[src/rtl/bus_arbiter.sv]
// Two-master, one-slave round-robin bus arbiter with a per-transfer wait limit.
// A transfer that runs past TIMEOUT slave cycles is completed towards the master with zero data.
module bus_arbiter #(
  parameter int TIMEOUT = 255
) (
  input  logic        clk,
  input  logic        rst_i,
  input  logic        m0_stb_i,
  input  logic        m0_we_i,
  input  logic [31:0] m0_adr_i,
  input  logic [31:0] m0_dat_i,
  input  logic [3:0]  m0_sel_i,
  output logic        m0_ack_o,
  output logic [31:0] m0_dat_o,
  input  logic        m1_stb_i,
  input  logic        m1_we_i,
  input  logic [31:0] m1_adr_i,
  input  logic [31:0] m1_dat_i,
  input  logic [3:0]  m1_sel_i,
  output logic        m1_ack_o,
  output logic [31:0] m1_dat_o,
  output logic        s_stb_o,
  output logic        s_we_o,
  output logic [31:0] s_adr_o,
  output logic [31:0] s_dat_o,
  output logic [3:0]  s_sel_o,
  input  logic        s_ack_i,
  input  logic [31:0] s_dat_i,
  output logic        timeout_o,
  output logic [31:0] to_adr_o
);

  typedef enum logic [1:0] {IDLE, BUSY0, BUSY1, RELEASE} state_t;

  localparam logic [7:0] WAIT_LIMIT = 8'(TIMEOUT);

  state_t      state;
  logic        last_gnt;
  logic [7:0]  wait_cnt;
  logic [31:0] to_adr;

  logic busy;
  logic owner1;
  logic cur_stb;
  logic timeout_hit;

  assign busy    = (state == BUSY0) || (state == BUSY1);
  assign owner1  = (state == BUSY1);
  assign cur_stb = owner1 ? m1_stb_i : m0_stb_i;

  // A slave ack in the limit cycle wins; a withdrawn strobe never times out.
  assign timeout_hit = busy && cur_stb && !s_ack_i && (wait_cnt == WAIT_LIMIT);

  assign timeout_o = timeout_hit;
  assign to_adr_o  = to_adr;

  always_comb begin
    s_stb_o  = 1'b0;
    s_we_o   = 1'b0;
    s_adr_o  = 32'd0;
    s_dat_o  = 32'd0;
    s_sel_o  = 4'd0;
    m0_ack_o = 1'b0;
    m0_dat_o = 32'd0;
    m1_ack_o = 1'b0;
    m1_dat_o = 32'd0;
    if (busy) begin
      s_stb_o = cur_stb;
      s_we_o  = owner1 ? m1_we_i  : m0_we_i;
      s_adr_o = owner1 ? m1_adr_i : m0_adr_i;
      s_dat_o = owner1 ? m1_dat_i : m0_dat_i;
      s_sel_o = owner1 ? m1_sel_i : m0_sel_i;
      if (owner1) begin
        m1_ack_o = s_ack_i || timeout_hit;
        m1_dat_o = timeout_hit ? 32'd0 : s_dat_i;
      end else begin
        m0_ack_o = s_ack_i || timeout_hit;
        m0_dat_o = timeout_hit ? 32'd0 : s_dat_i;
      end
    end
  end

  always_ff @(posedge clk) begin
    if (!rst_i) begin
      state    <= IDLE;
      last_gnt <= 1'b1;
      wait_cnt <= 8'd0;
      to_adr   <= 32'd0;
    end else begin
      case (state)
        IDLE: begin
          wait_cnt <= 8'd0;
          // On a tie the master that did not win last time gets the bus.
          if (m0_stb_i && m1_stb_i)
            state <= last_gnt ? BUSY0 : BUSY1;
          else if (m0_stb_i)
            state <= BUSY0;
          else if (m1_stb_i)
            state <= BUSY1;
        end
        BUSY0, BUSY1: begin
          if (s_ack_i || timeout_hit) begin
            last_gnt <= owner1;
            state    <= RELEASE;
            if (timeout_hit)
              to_adr <= s_adr_o;
          end else if (!cur_stb) begin
            state <= IDLE;
          end else if (wait_cnt != WAIT_LIMIT) begin
            wait_cnt <= wait_cnt + 8'd1;
          end
        end
        RELEASE: begin
          wait_cnt <= 8'd0;
          state    <= IDLE;
        end
        default: state <= IDLE;
      endcase
    end
  end

endmodule

[config.mk]
export PLATFORM = sky130hd
export DESIGN_NAME = bus_arbiter
export DESIGN_NICKNAME = d
export VERILOG_FILES = /design/src/rtl/bus_arbiter.sv
export SDC_FILE = /design/constraint.sdc
export NUM_CORES = 1
export LEC_CHECK = 0
export BUFFER_PORTS_ARGS = -buffer_cell sky130_fd_sc_hd__buf_2
export CORE_AREA = 2 2 133 135
export DETAILED_ROUTE_END_ITERATION = 7
export DIE_AREA = 0 0 135 137
export PLACE_DENSITY = 0.56
export SLEW_MARGIN = 10
export SYNTH_ARGS = -nofsm -noshare
export SYNTH_HDL_FRONTEND = slang
export SYNTH_SLANG_ARGS = --single-unit
export TNS_END_PERCENT = 10
[constraint.sdc]
create_clock -name clk -period 4.3 [get_ports clk]
set_clock_uncertainty 0.1 [all_clocks]
set_input_delay 0.86 -clock clk [delete_from_list [all_inputs] [get_ports clk]]
set_output_delay 0.86 -clock clk [all_outputs]
set_load 0.05 [all_outputs]
# Yosys cells after proc, flatten, opt, wreduce, memory -nomap -nowiden
# Index checks and enable logic that the tools add are counted.
[op_classes]
n_addsub = 1
eq_ne = 10
muxes = 30
reduce_logical = 14
[op_table]
columns = ["cell", "count"]
rows = [
  ["$mux 32", 9],
  ["$mux 8", 3],
  ["$pmux 8 s2", 1],
  ["$mux 2", 6],
  ["$add 8x1->8 const B", 1],
  ["$eq 8x8->1 const B", 1],
  ["$mux 1", 8],
  ["$mux 4", 2],
  ["$ne 8x8->1 const B", 1],
  ["$ne 2x2->1 const B", 3],
  ["$pmux 2 s3", 1],
  ["$reduce_and 3->1", 2],
  ["$eq 2x2->1 const B", 2],
  ["$logic_and 1x1->1", 4],
  ["$ne 4x4->1 const B", 1],
  ["$reduce_and 2->1", 2],
  ["$reduce_or 2->1", 2],
  ["$ne 3x3->1 const B", 1],
  ["$eq 2x1->1 const B", 1],
  ["$logic_not 2->1", 1],
  ["$logic_or 1x1->1", 2],
  ["$logic_not 1->1", 1],
]
[totals]
reg_bits = 43
input_bits = 175
out_inout_bits = 169
wordCells = 59

# Longest topological paths before layout
# Gate-level depths: netlist (run 1).
[depth]
depth_word = 8
ltp_mapped = 10
mapped_depth_nobuf = 7

# Worst setup path after synthesis (run 1)
# No wires, ideal clock.
[synth_timing]
path_kind = "reg2out"
start = "register state[0]"
end = "output s_dat_o[10]"
arrival_ns = 2.183
t_required_ns = 3.340
slack_ns = 1.157
path_stages_with_launch = 8
path_buffers = 3
cell_sequence = "dfxtp_1 -> inv_1 -> ha_1 -> buf_4 -> buf_1 -> buf_2 -> mux2i_1 -> nor2b_1"
[synth_between]
elab_chain_cells = 3
elab_cells_between_ends = 5
classes_between = "eq/ne (2); mux (2); reduce/logical (1)"
[synth_lines]
columns = ["item", "line_no", "source"]
rows = [
  ["from (decl)", "37", "state_t state;"],
  ["from (signal assigned)", "95", "state <= last_gnt ? BUSY0 : BUSY1;"],
  ["$eq 2x2->1 *", "48", "assign owner1 = (state == BUSY1);"],
  ["named net owner1", "43", "logic owner1;"],
  ["$mux 32 or $logic_or 1x1->1 (tied branches)", "71, 47", ""],
  ["$mux 32 *", "67", "if (busy) begin"],
  ["to (decl)", "25", "output logic [31:0] s_dat_o,"],
]
# Mark *: on every way through the listed nets, which the timed path passes. The rest lies on a longest branch.

# Worst setup path in the final report (run 1)
[layout_timing]
start = "register state[1]"
end = "output timeout_o"
[layout_between]
elab_chain_cells = 5
elab_cells_between_ends = 7
classes_between = "eq/ne (2); mux (1); reduce/logical (4)"
[layout_lines]
columns = ["item", "line_no", "source"]
rows = [
  ["$eq 2x2->1 or $eq 2x1->1 (tied branches)", "47, 48", ""],
  ["$mux 1 or $logic_or 1x1->1 (tied branches)", "49, 47", ""],
  ["$logic_and 1x1->1 * (3 in a row)", "52", "assign timeout_hit = busy && cur_stb && !s_ack_i && (wait_cnt == WAIT_LIMIT);"],
  ["to (decl)", "29", "output logic timeout_o,"],
]
# Mark *: on every way between the ends. The rest lies on a longest branch, timed or not.

==> impl_metrics.toml, run 1 <==
[outcome]
run_status = "finished clean"

[timing]
period_needed_ns = 3.56
grt_setup_unrepaired = "no"
worst_slew_pin_slew_ns = 0.581
fin_setup_tns_ns = 0
finalCritPeriodShare_pct = 82.9
final-setup-viol-count = 0
hold_slack_ns = 0.347
max_freq_mhz = 281
max_slew_margin_pct = 61.2
drv_slew = 0
final_hold_viol_count = 0

[place]
dp_hpwl_mm = 10.2
numPortBuffers = 343
placed_cell_area_sq_mm = 0.00539
gp_congestion = 0.793

[setup_path]
slowest_stage = "ha_2"
path_cells = "inv_1 -> ha_2 -> nand2b_1 -> or4_1 -> buf_4 -> clkinv_2 -> buf_2"
critPathKind = "reg -> out"
required_ns = 3.34
cp_top_family = "buffers and inverters"
critical_path_peak_fanout = 33
crit_path_start_kind = "flop"
cp-end-kind = "primary output"
cp_slowest_stage_delay_ns = 0.59
cp_num_buf_inv = 4
r2r_cells = 9
reg2reg_from = "state[1]$_SDFFE_PN0P_"
worstReg2RegEnd = "to_adr_o[5]$_SDFFE_PN0P_"
worstPathArrival_ns = 2.60
r2r_slack_ns = 1.51

[route]
viasPerCell = 4.21
drtPass1Iterations = 4
wl_met1_mm = 4.83
drt_first_iter_violations = 106
vias = 4198
drc = 0
wl_met3_mm = 1.12
ant_nets = 0
post_drt_wl_per_cell_um = 12.7
routed_wl_mm = 12.6
top_layer_used = "met4"
dr_wl_met2_mm = 6.45

[layout]
antenna_cells = 0
fill_cells = 1873
layout-drive-gt1-share_pct = 47.1
nets = 948
post-route-util_pct = 32.6
syn_to_final_growth_pct = 59.6
stdcell_area_sq_mm = 0.00555

[floorplan]
row_count = 48
die_area_sq_mm = 0.0185
die_x_um = 135
core_area_sq_mm = 0.0171
initial_utilization_pct = 20.4
io_pins = 344
die_h_um = 137

[pwr]
p_int_w = 0.00155
cellPowerDensity_mw_per_mm2 = 748
switching_share_pct = 62.8
p_total_w = 0.00416
pwr-share-comb_pct = 79.5
ir_worst_vdd_v = 0.000414
clkPwrFrac_pct = 10.4
switching_power_w = 0.00261
p_seq_share_pct = 10.1
leakage_nw = 2.81

[global_routing]
grt_pass1_vias = 3738
grt_use_total_pct = 12.4
overflow = 0
grt_first_pass_wirelength_mm = 18.2
antenna_found_initial = 0
grt_max_degree = 73

[yosys]
yosysSeqAreaShare_pct = 24.7
yosysTopAreaCellShare_pct = 24.7
synth.area.top_cells = "dfxtp_1 25%, mux2i_1 20%, nor2b_1 13%, and2_1 12%, nand2_1 8.0%"
ys_seq_elements = 43
syn_avg_cell_area_sq_um = 7.75
synth_area_sq_mm = 0.00348
yosys.cell_types.count = 37
synth_nets = 627
yosysWarningCount = 0
syn_inst = 449
yosysTopAreaCell = "dfxtp_1"

[clock_network]
cts_root_buf = "clkbuf_16"
clk_latency_ns = 0.29
postCtsSetupRepairBufs = 0
cts_tree = "done"
cts_hold_buf = 0
cts_num_sinks = 43
cts_made_buffers = 5
path_clk_slew_ns = 0.06
ctsHtreeMaxLevel = 2
cts_resized = 0
cts_buffer_depth = 2

[min_path]
hold_class = "reg -> reg"
worstHoldStart = "to_adr_o[12]$_SDFFE_PN0P_"
holdPathStages = 2
whs_endpoint = "to_adr_o[12]$_SDFFE_PN0P_"

[job]
maxCapViolations = 0
## synthesized netlist by cell type
cell type	count
a41oi_1	1
buf_2	7
and4_1	1
clkinv_2	1
inv_1	3
mux2_2	1
buf_6	3
and2_1	66
buf_1	2
or4_1	4
o31ai_1	3
nand4_1	1
o221a_2	1
a2111oi_0	1
a21boi_1	29
xnor2_1	2
buf_4	1
nand3b_1	1
nand2_1	74
nand2b_1	4
or3_1	2
a31oi_1	1
ha_1	3
o21ai_0	2
clkbuf_1	22
nor2b_1	70
a21oi_1	10
and3_1	1
a21boi_0	3
a211oi_1	2
mux2i_1	70
o32ai_1	1
a21bo_2	1
nand3_1	3
a211o_1	1
nor2_1	8
dfxtp_1	43
## metrics by stage
step | cells | worst slack, ns
after detailed placement | 988 | 0.972
final | 996 | 0.736
after global routing | 996 | 0.530
after CTS | 996 | 0.641
after global placement | 988 | 0.981
after floorplan | 449 | 1.16
## area by class of cell
type,count,area (sq um),area share (%)
multi-input cells,367,2450,44.2
repair buffers,349,1770,31.9
clock inverters,3,43.8,0.788
inverters,4,16.3,0.293
flip-flops and latches,43,861,15.5
well taps,225,282,5.07
clock buffers,5,125,2.25
## worst reg2reg max path, delay by kind of cell, from the launching register on
kind                       cells  cell delay (ns)
DFF                            1             0.39
adders and majority gates      1             0.59
buffers and inverters          4             0.72
and+or+nand+nor                3             0.77
AOI/OAI and AO/OA              1             0.14
## worst max path at each step
stage	from	cells after the start	slack [ns]	endpoint
final	state[1]$_SDFFE_PN0P_	7	0.74	timeout_o
after floorplan	state[0]$_SDFFE_PN0P_	7	1.16	s_dat_o[10]
after global placement	m0_stb_i	6	0.98	timeout_o
after global routing	state[1]$_SDFFE_PN0P_	7	0.53	timeout_o
after detailed placement	state[1]$_SDFFE_PN0P_	7	0.97	timeout_o
after CTS	state[1]$_SDFFE_PN0P_	7	0.64	timeout_o
## per-layer routing
metal | vias up | track usage (%)
li1 | 2124 | -
met1 | 1839 | 12.9
met2 | 220 | 24.1
met3 | 15 | 2.81
met4 | 0 | 4.63
met5 | - | 0
## power groups by stage
stage          clock, W  sequential (W)  combinational, W
2_1_floorplan         0        0.000427           0.00262
4_1_cts        0.000455        0.000421           0.00334
5_1_grt        0.000470        0.000422           0.00348
3_3_place_gp          0        0.000430           0.00334
6_report       0.000432        0.000421           0.00330
3_5_place_dp          0        0.000430           0.00334
## sequential cells by signal, summed over array words and instances, names as in the netlist
name      cells
last_gnt      1
state         2
wait_cnt      8
to_adr_o     32
## cell families after synthesis
family / synth area share [%]
simple gates: 36.5
mux: 20.5
compound gates: 11.5
flops: 24.7
buf+inv: 5.25
fa+ha+maj: 1.08
xor+xnor: 0.503
## placed cells by master, fill, tap and decap left out, drive strengths merged, types with 2 or more instances in the layout
| master | netlist | routed |
|---|---|---|
| buf | 13 | 349 |
| nand2 | 74 | 74 |
| mux2i | 70 | 70 |
| nor2b | 70 | 70 |
| and2 | 66 | 66 |
| dfxtp | 43 | 43 |
| a21boi | 32 | 32 |
| a21oi | 10 | 10 |
| nor2 | 8 | 8 |
| clkbuf | 22 | 5 |
| nand2b | 4 | 4 |
| or4 | 4 | 4 |
| nand3 | 3 | 3 |
| inv | 3 | 3 |
| o31ai | 3 | 3 |
| clkinv | 1 | 3 |
| ha | 3 | 3 |
| a211oi | 2 | 2 |
| xnor2 | 2 | 2 |
| o21ai | 2 | 2 |
| or3 | 2 | 2 |
Note: power is estimated with default switching activity, not from simulation.
==> run 2: changes to the inputs <==
- ABC_AREA: default -> 1
- CORE_AREA: 2 2 133 135 -> 2 2 135 137
- DIE_AREA: 0 0 135 137 -> 0 0 137 139
- PLACE_DENSITY: 0.56 -> 0.52
- clock period: 4.3 -> 3.5 ns (I/O delays scaled with it)
==> run 2 against run 1 <==
Final cell count is 13% higher. Sequential power is 24% higher. Non-clock buffer count is 4 higher. Clock power is 3% higher.
==> impl_metrics.toml, run 2 <==
[outcome]
run_status = "finished clean"

[place]
numPortBuffers = 343
dp_hpwl_mm = 11.1
gp_congestion = 0.771
pre_cts_ws_ns = 0.562

[floorplan]
initial_utilization_pct = 17.8
row_count = 49
io_pins = 344
die_area_sq_mm = 0.0190
die_x_um = 137
core_area_sq_mm = 0.0177
die_h_um = 139

[yosys]
synth_area_sq_mm = 0.00314
synth.area.top_cells = "dfxtp_1 27%, nand2_1 23%, nor2_1 16%, a21oi_1 12%, o21ai_0 4.6%"
yosys.cell_types.count = 23
synth_most_common_cell = "nand2_1"
syn_inst = 576
synth_ff_type = "dfxtp_1"
yosysTopAreaCell = "dfxtp_1"
ys_seq_elements = 43
synth-edff-count = 0
syn_avg_cell_area_sq_um = 5.45
yosysTopAreaCellShare_pct = 27.4
synth_commonest_cells = "194 x nand2_1, 137 x nor2_1, 78 x a21oi_1, 43 x dfxtp_1, 29 x o21ai_0"
async_reset_ff_share_pct = 0
yosysSeqAreaShare_pct = 27.4
synth_nets = 754
yosysWarningCount = 0

[route]
drt_first_iter_violations = 162
post_drt_wl_per_cell_um = 12.6
ant_nets = 0
viasPerCell = 4.20
drc = 0
vias = 4722
routed_wl_mm = 14.1
drtPass1Iterations = 4

[setup_path]
r2r_slack_ns = 1.28
cp_slowest_stage_delay_ns = 0.35
worstPathArrival_ns = 2.40
cp_num_buf_inv = 4
cp_top_family = "buffers and inverters"
critical_path_peak_fanout = 66
required_ns = 2.70
reg2reg_from = "state[0]$_SDFFE_PN0P_"
slowest_stage = "dfxtp_1"
path_cells = "inv_1 -> ha_1 -> inv_2 -> nor2_2 -> nand2_2 -> buf_12 -> nand2_1 -> nor2_1 -> buf_2"
worstReg2RegEnd = "to_adr_o[1]$_SDFFE_PN0P_"
crit_start = "state[1]$_SDFFE_PN0P_"
critPathKind = "reg -> out"
cp-end-kind = "primary output"
crit_path_start_kind = "flop"
r2r_cells = 12

[timing]
final-setup-viol-count = 0
setup_ws_ns = 0.298
finalCritPeriodShare_pct = 91.5
grt_setup_unrepaired = "no"
worst_slew_pin_slew_ns = 0.704
max_freq_mhz = 312
final_hold_viol_count = 0
drv_slew = 0
max_slew_margin_pct = 53.0
hold_slack_ns = 0.372
fin_setup_tns_ns = 0
period_needed_ns = 3.20

[global_routing]
grt_use_total_pct = 13.6
grt_pass1_vias = 4321
grt_max_degree = 69
grt_first_pass_wirelength_mm = 20.9
overflow = 0
antenna_found_initial = 0

[layout]
fill_cells = 2045
final_common_cell = "buf_2"
final_cell_mix = "343 x buf_2, 194 x nand2_1, 137 x nor2_1, 78 x a21oi_1, 43 x dfxtp_1"
largest_register_ffs = 32
layout-drive-gt1-share_pct = 41.6
antenna_cells = 0
syn_to_final_growth_pct = 64.2
nets = 1072

[min_path]
worstHoldStart = "to_adr_o[23]$_SDFFE_PN0P_"
hold_class = "reg -> reg"
whs_endpoint = "to_adr_o[23]$_SDFFE_PN0P_"
holdPathStages = 2

[pwr]
switching_power_w = 0.00399
p_seq_share_pct = 9.2
switching_share_pct = 70.3
leakage_nw = 3.04
pwr-share-comb_pct = 83.0
p_total_w = 0.00567
p_int_w = 0.00168
ir_worst_vdd_v = 0.000487
cellPowerDensity_mw_per_mm2 = 1100
clkPwrFrac_pct = 7.8

[clock_network]
cts_hold_buf = 0
path_clk_slew_ns = 0.06
cts_resized = 0
cts_tree = "done"
cts_made_buffers = 5
cts_root_buf = "clkbuf_16"
postCtsSetupRepairBufs = 0
cts_buffer_depth = 2
ctsHtreeMaxLevel = 2
cts_num_sinks = 43
clk_latency_ns = 0.28

[job]
maxCapViolations = 0
[run 2: power groups by stage]
stage	logic [W]	registers (W)	clock network, W
after detailed placement	0.00474	0.000530	0
after floorplan	0.00365	0.000528	0
after global placement	0.00475	0.000530	0
final	0.00471	0.000520	0.000445
after CTS	0.00475	0.000519	0.000469
after global routing	0.00499	0.000521	0.000492
[run 2: through the flow]
step | util, % | cell area [sq um] | cells
6_report | 29.2 | 5160 | 1124
5_1_grt | 29.2 | 5160 | 1124
4_1_cts | 29.2 | 5160 | 1124
3_5_place_dp | 28.4 | 5020 | 1116
3_3_place_gp | 28.4 | 5020 | 1116
2_1_floorplan | - | 3140 | 576
[run 2: area by class of cell]
cell class | count | area, sq um | share of cell area (%)
multi-input cells | 469 | 1980 | 38.4
flip-flops and latches | 43 | 861 | 16.7
repair buffers | 353 | 1800 | 35.0
clock inverters | 2 | 12.5 | 0.243
inverters | 22 | 82.6 | 1.60
well taps | 229 | 287 | 5.55
clock buffers | 6 | 129 | 2.50
[run 2: kinds of logic (layout without fill, tap and decap cells)]
family                   count (synthesis)  count (layout)  synth area share (%)
AO/OA/AOI/OAI                          117             117                  18.6
adder cells (fa/ha/maj)                  3               3                  1.19
buffers and inverters                   64             383                  9.56
flip-flops                              43              43                  27.4
AND/OR/NAND/NOR                        349             349                  43.2
[run 2: routing by layer]
metal	part of all wire [%]	GRT usage (%)	routed length [um]	vias to the layer above
met5	0	0	0	-
met4	0.72	2.06	102	0
met3	9.4	3.11	1320	10
met2	50	26.8	7090	241
met1	40	14.6	5640	2028
li1	-	-	-	2443
[run 2: worst reg2reg max path, cell delays in order (launching register included)]
cell     delay (ns)
dfxtp_1        0.29
inv_1          0.10
ha_2           0.31
inv_2          0.12
nand2_1        0.12
nand3_2        0.09
nor2_2         0.12
nand2_2        0.09
buf_12         0.20
inv_2          0.10
buf_4          0.32
nor2_1         0.08
nor2_1         0.12
[run 2: worst max path at each step]
stage / end / slack [ns] / depth (start not counted)
finish: m1_dat_o[15] / 0.30 / 9
CTS: m1_dat_o[15] / 0.24 / 9
global route: m1_dat_o[15] / 0.13 / 9
floorplan: m0_dat_o[0] / 0.66 / 9
detailed placement: m1_dat_o[15] / 0.56 / 9
global placement: m1_dat_o[15] / 0.60 / 9
==> run 3: changes to the inputs <==
- RECOVER_POWER: default -> 25
==> run 3 against run 2 <==
Power about the same. Setup slack worse by 0.037 ns. Fmax decreased by 1.1%. Flip-flop and latch count stayed put. Final cell count unchanged. Clock-buffer cell count is the same. Register-to-register slack got worse by 0.35 ns. Critical endpoint unchanged. Die area is the same. Worst hold slack improved by 0.0055 ns.
==> impl_metrics.toml, run 3 (same netlist as run 2, synthesis figures left out) <==
[route]
dr_wl_met2_mm = 7.08
wl_met1_mm = 5.68
wl_met3_mm = 1.29
post_drt_wl_per_cell_um = 12.6
viasPerCell = 4.20
drt_first_iter_violations = 158
top_layer_used = "met4"
ant_nets = 0
drc = 0
drtPass1Iterations = 5
routed_wl_mm = 14.2
vias = 4716

[clock_network]
path_clk_slew_ns = 0.06
clk_latency_ns = 0.28
cts_num_sinks = 43
cts_tree = "done"
cts_buffer_depth = 2
postCtsSetupRepairBufs = 0
cts_resized = 0
cts_root_buf = "clkbuf_16"
ctsHtreeMaxLevel = 2
cts_hold_buf = 0
cts_made_buffers = 5

[timing]
max_freq_mhz = 309
period_needed_ns = 3.24
finalCritPeriodShare_pct = 92.5
fin_setup_tns_ns = 0
final_hold_viol_count = 0
drv_slew = 0
hold_slack_ns = 0.377
final-setup-viol-count = 0
max_slew_margin_pct = 53.5
grt_setup_unrepaired = "no"
worst_slew_pin_slew_ns = 0.698

[setup_path]
worstPathArrival_ns = 2.44
r2r_slack_ns = 0.93
critical_path_peak_fanout = 66
reg2reg_from = "state[0]$_SDFFE_PN0P_"
required_ns = 2.70
r2r_cells = 12
worstReg2RegEnd = "to_adr_o[1]$_SDFFE_PN0P_"
cp-end-kind = "primary output"
crit_path_start_kind = "flop"
critPathKind = "reg -> out"

[layout]
antenna_cells = 0
stdcell_area_sq_mm = 0.00512
largest_register_ffs = 32
layout-drive-gt1-share_pct = 37.8
final_common_cell = "buf_2"
nets = 1072
syn_to_final_growth_pct = 62.8
final_cell_mix = "311 x buf_2, 194 x nand2_1, 137 x nor2_1, 78 x a21oi_1, 43 x dfxtp_1"

[pwr]
p_total_w = 0.00567
leakage_nw = 2.90
ir_worst_vdd_v = 0.000489
cellPowerDensity_mw_per_mm2 = 1110

[min_path]
holdPathStages = 1
whs_endpoint = "wait_cnt[3]$_SDFFE_PN0P_"
worstHoldStart = "wait_cnt[3]$_SDFFE_PN0P_"
hold_class = "reg -> reg"

[floorplan]
die_area_sq_mm = 0.0190
die_h_um = 139
core_area_sq_mm = 0.0177
die_x_um = 137
initial_utilization_pct = 17.8
io_pins = 344
row_count = 49

[place]
placed_cell_area_sq_mm = 0.00502
dp_hpwl_mm = 11.1
gp_congestion = 0.771
numPortBuffers = 343

[global_routing]
overflow = 0
grt_pass1_vias = 4321
grt_use_total_pct = 13.6
grt_max_degree = 69
grt_first_pass_wirelength_mm = 20.9
antenna_found_initial = 0

[job]
maxCapViolations = 0

[outcome]
run_status = "finished clean"
run 3: cell types whose count changed in the layout (fill, tap and decap cells not counted), sizes merged:
cell	change
buf	-33
clkbuf	+33
run 3: critical path, cell delays in order (launching register included):
cell,delay (ns)
dfxtp_1,0.30
inv_1,0.06
ha_2,0.25
inv_1,0.24
nand2_1,0.14
nand3_2,0.10
nor2_2,0.05
nand2_2,0.11
buf_12,0.26
nand2_1,0.11
nor2_1,0.18
buf_2,0.30
run 3: stage by stage:
step | worst slack (ns) | cells | util (%)
after global routing | 0.0735 | 1124 | 29.0
after detailed placement | 0.562 | 1116 | 28.4
after floorplan | 0.659 | 576 | -
after CTS | 0.241 | 1124 | 29.2
final | 0.261 | 1124 | 29.0
after global placement | 0.601 | 1116 | 28.4
run 3: worst max-delay path by stage:
| stage | startpoint | endpoint | slack [ns] |
|---|---|---|---|
| 6_report | state[0]$_SDFFE_PN0P_ | m1_dat_o[15] | 0.26 |
| 4_1_cts | state[1]$_SDFFE_PN0P_ | m1_dat_o[15] | 0.24 |
| 5_1_grt | state[0]$_SDFFE_PN0P_ | m1_dat_o[15] | 0.07 |
| 3_5_place_dp | state[1]$_SDFFE_PN0P_ | m1_dat_o[15] | 0.56 |
| 3_3_place_gp | state[0]$_SDFFE_PN0P_ | m1_dat_o[15] | 0.60 |
| 2_1_floorplan | m1_stb_i | m0_dat_o[0] | 0.66 |
run 3: layer usage:
metal | track usage (%) | vias up
li1 | - | 2442
met4 | 2.06 | 0
met1 | 14.6 | 2026
met3 | 3.11 | 10
met2 | 26.8 | 238
met5 | 0 | -
run 3: area by class of cell:
cell class / count / area [sq um]
Sequential cell: 43 / 861
Tap cell: 229 / 287
Clock buffer: 6 / 129
Clock inverter: 2 / 12.5
Fill cell: 2063 / 12500
Inverter: 22 / 82.6
Timing Repair Buffer: 353 / 1760
Multi-Input combinational cell: 469 / 1980
run 3: power by group:
group	leakage (nW)	switching [W]	internal, W
clock	0.0669	0.000181	0.000263
sequential	0.347	0.0000108	0.000509
combinational	2.49	0.00379	0.000909
total	2.90	0.00399	0.00168
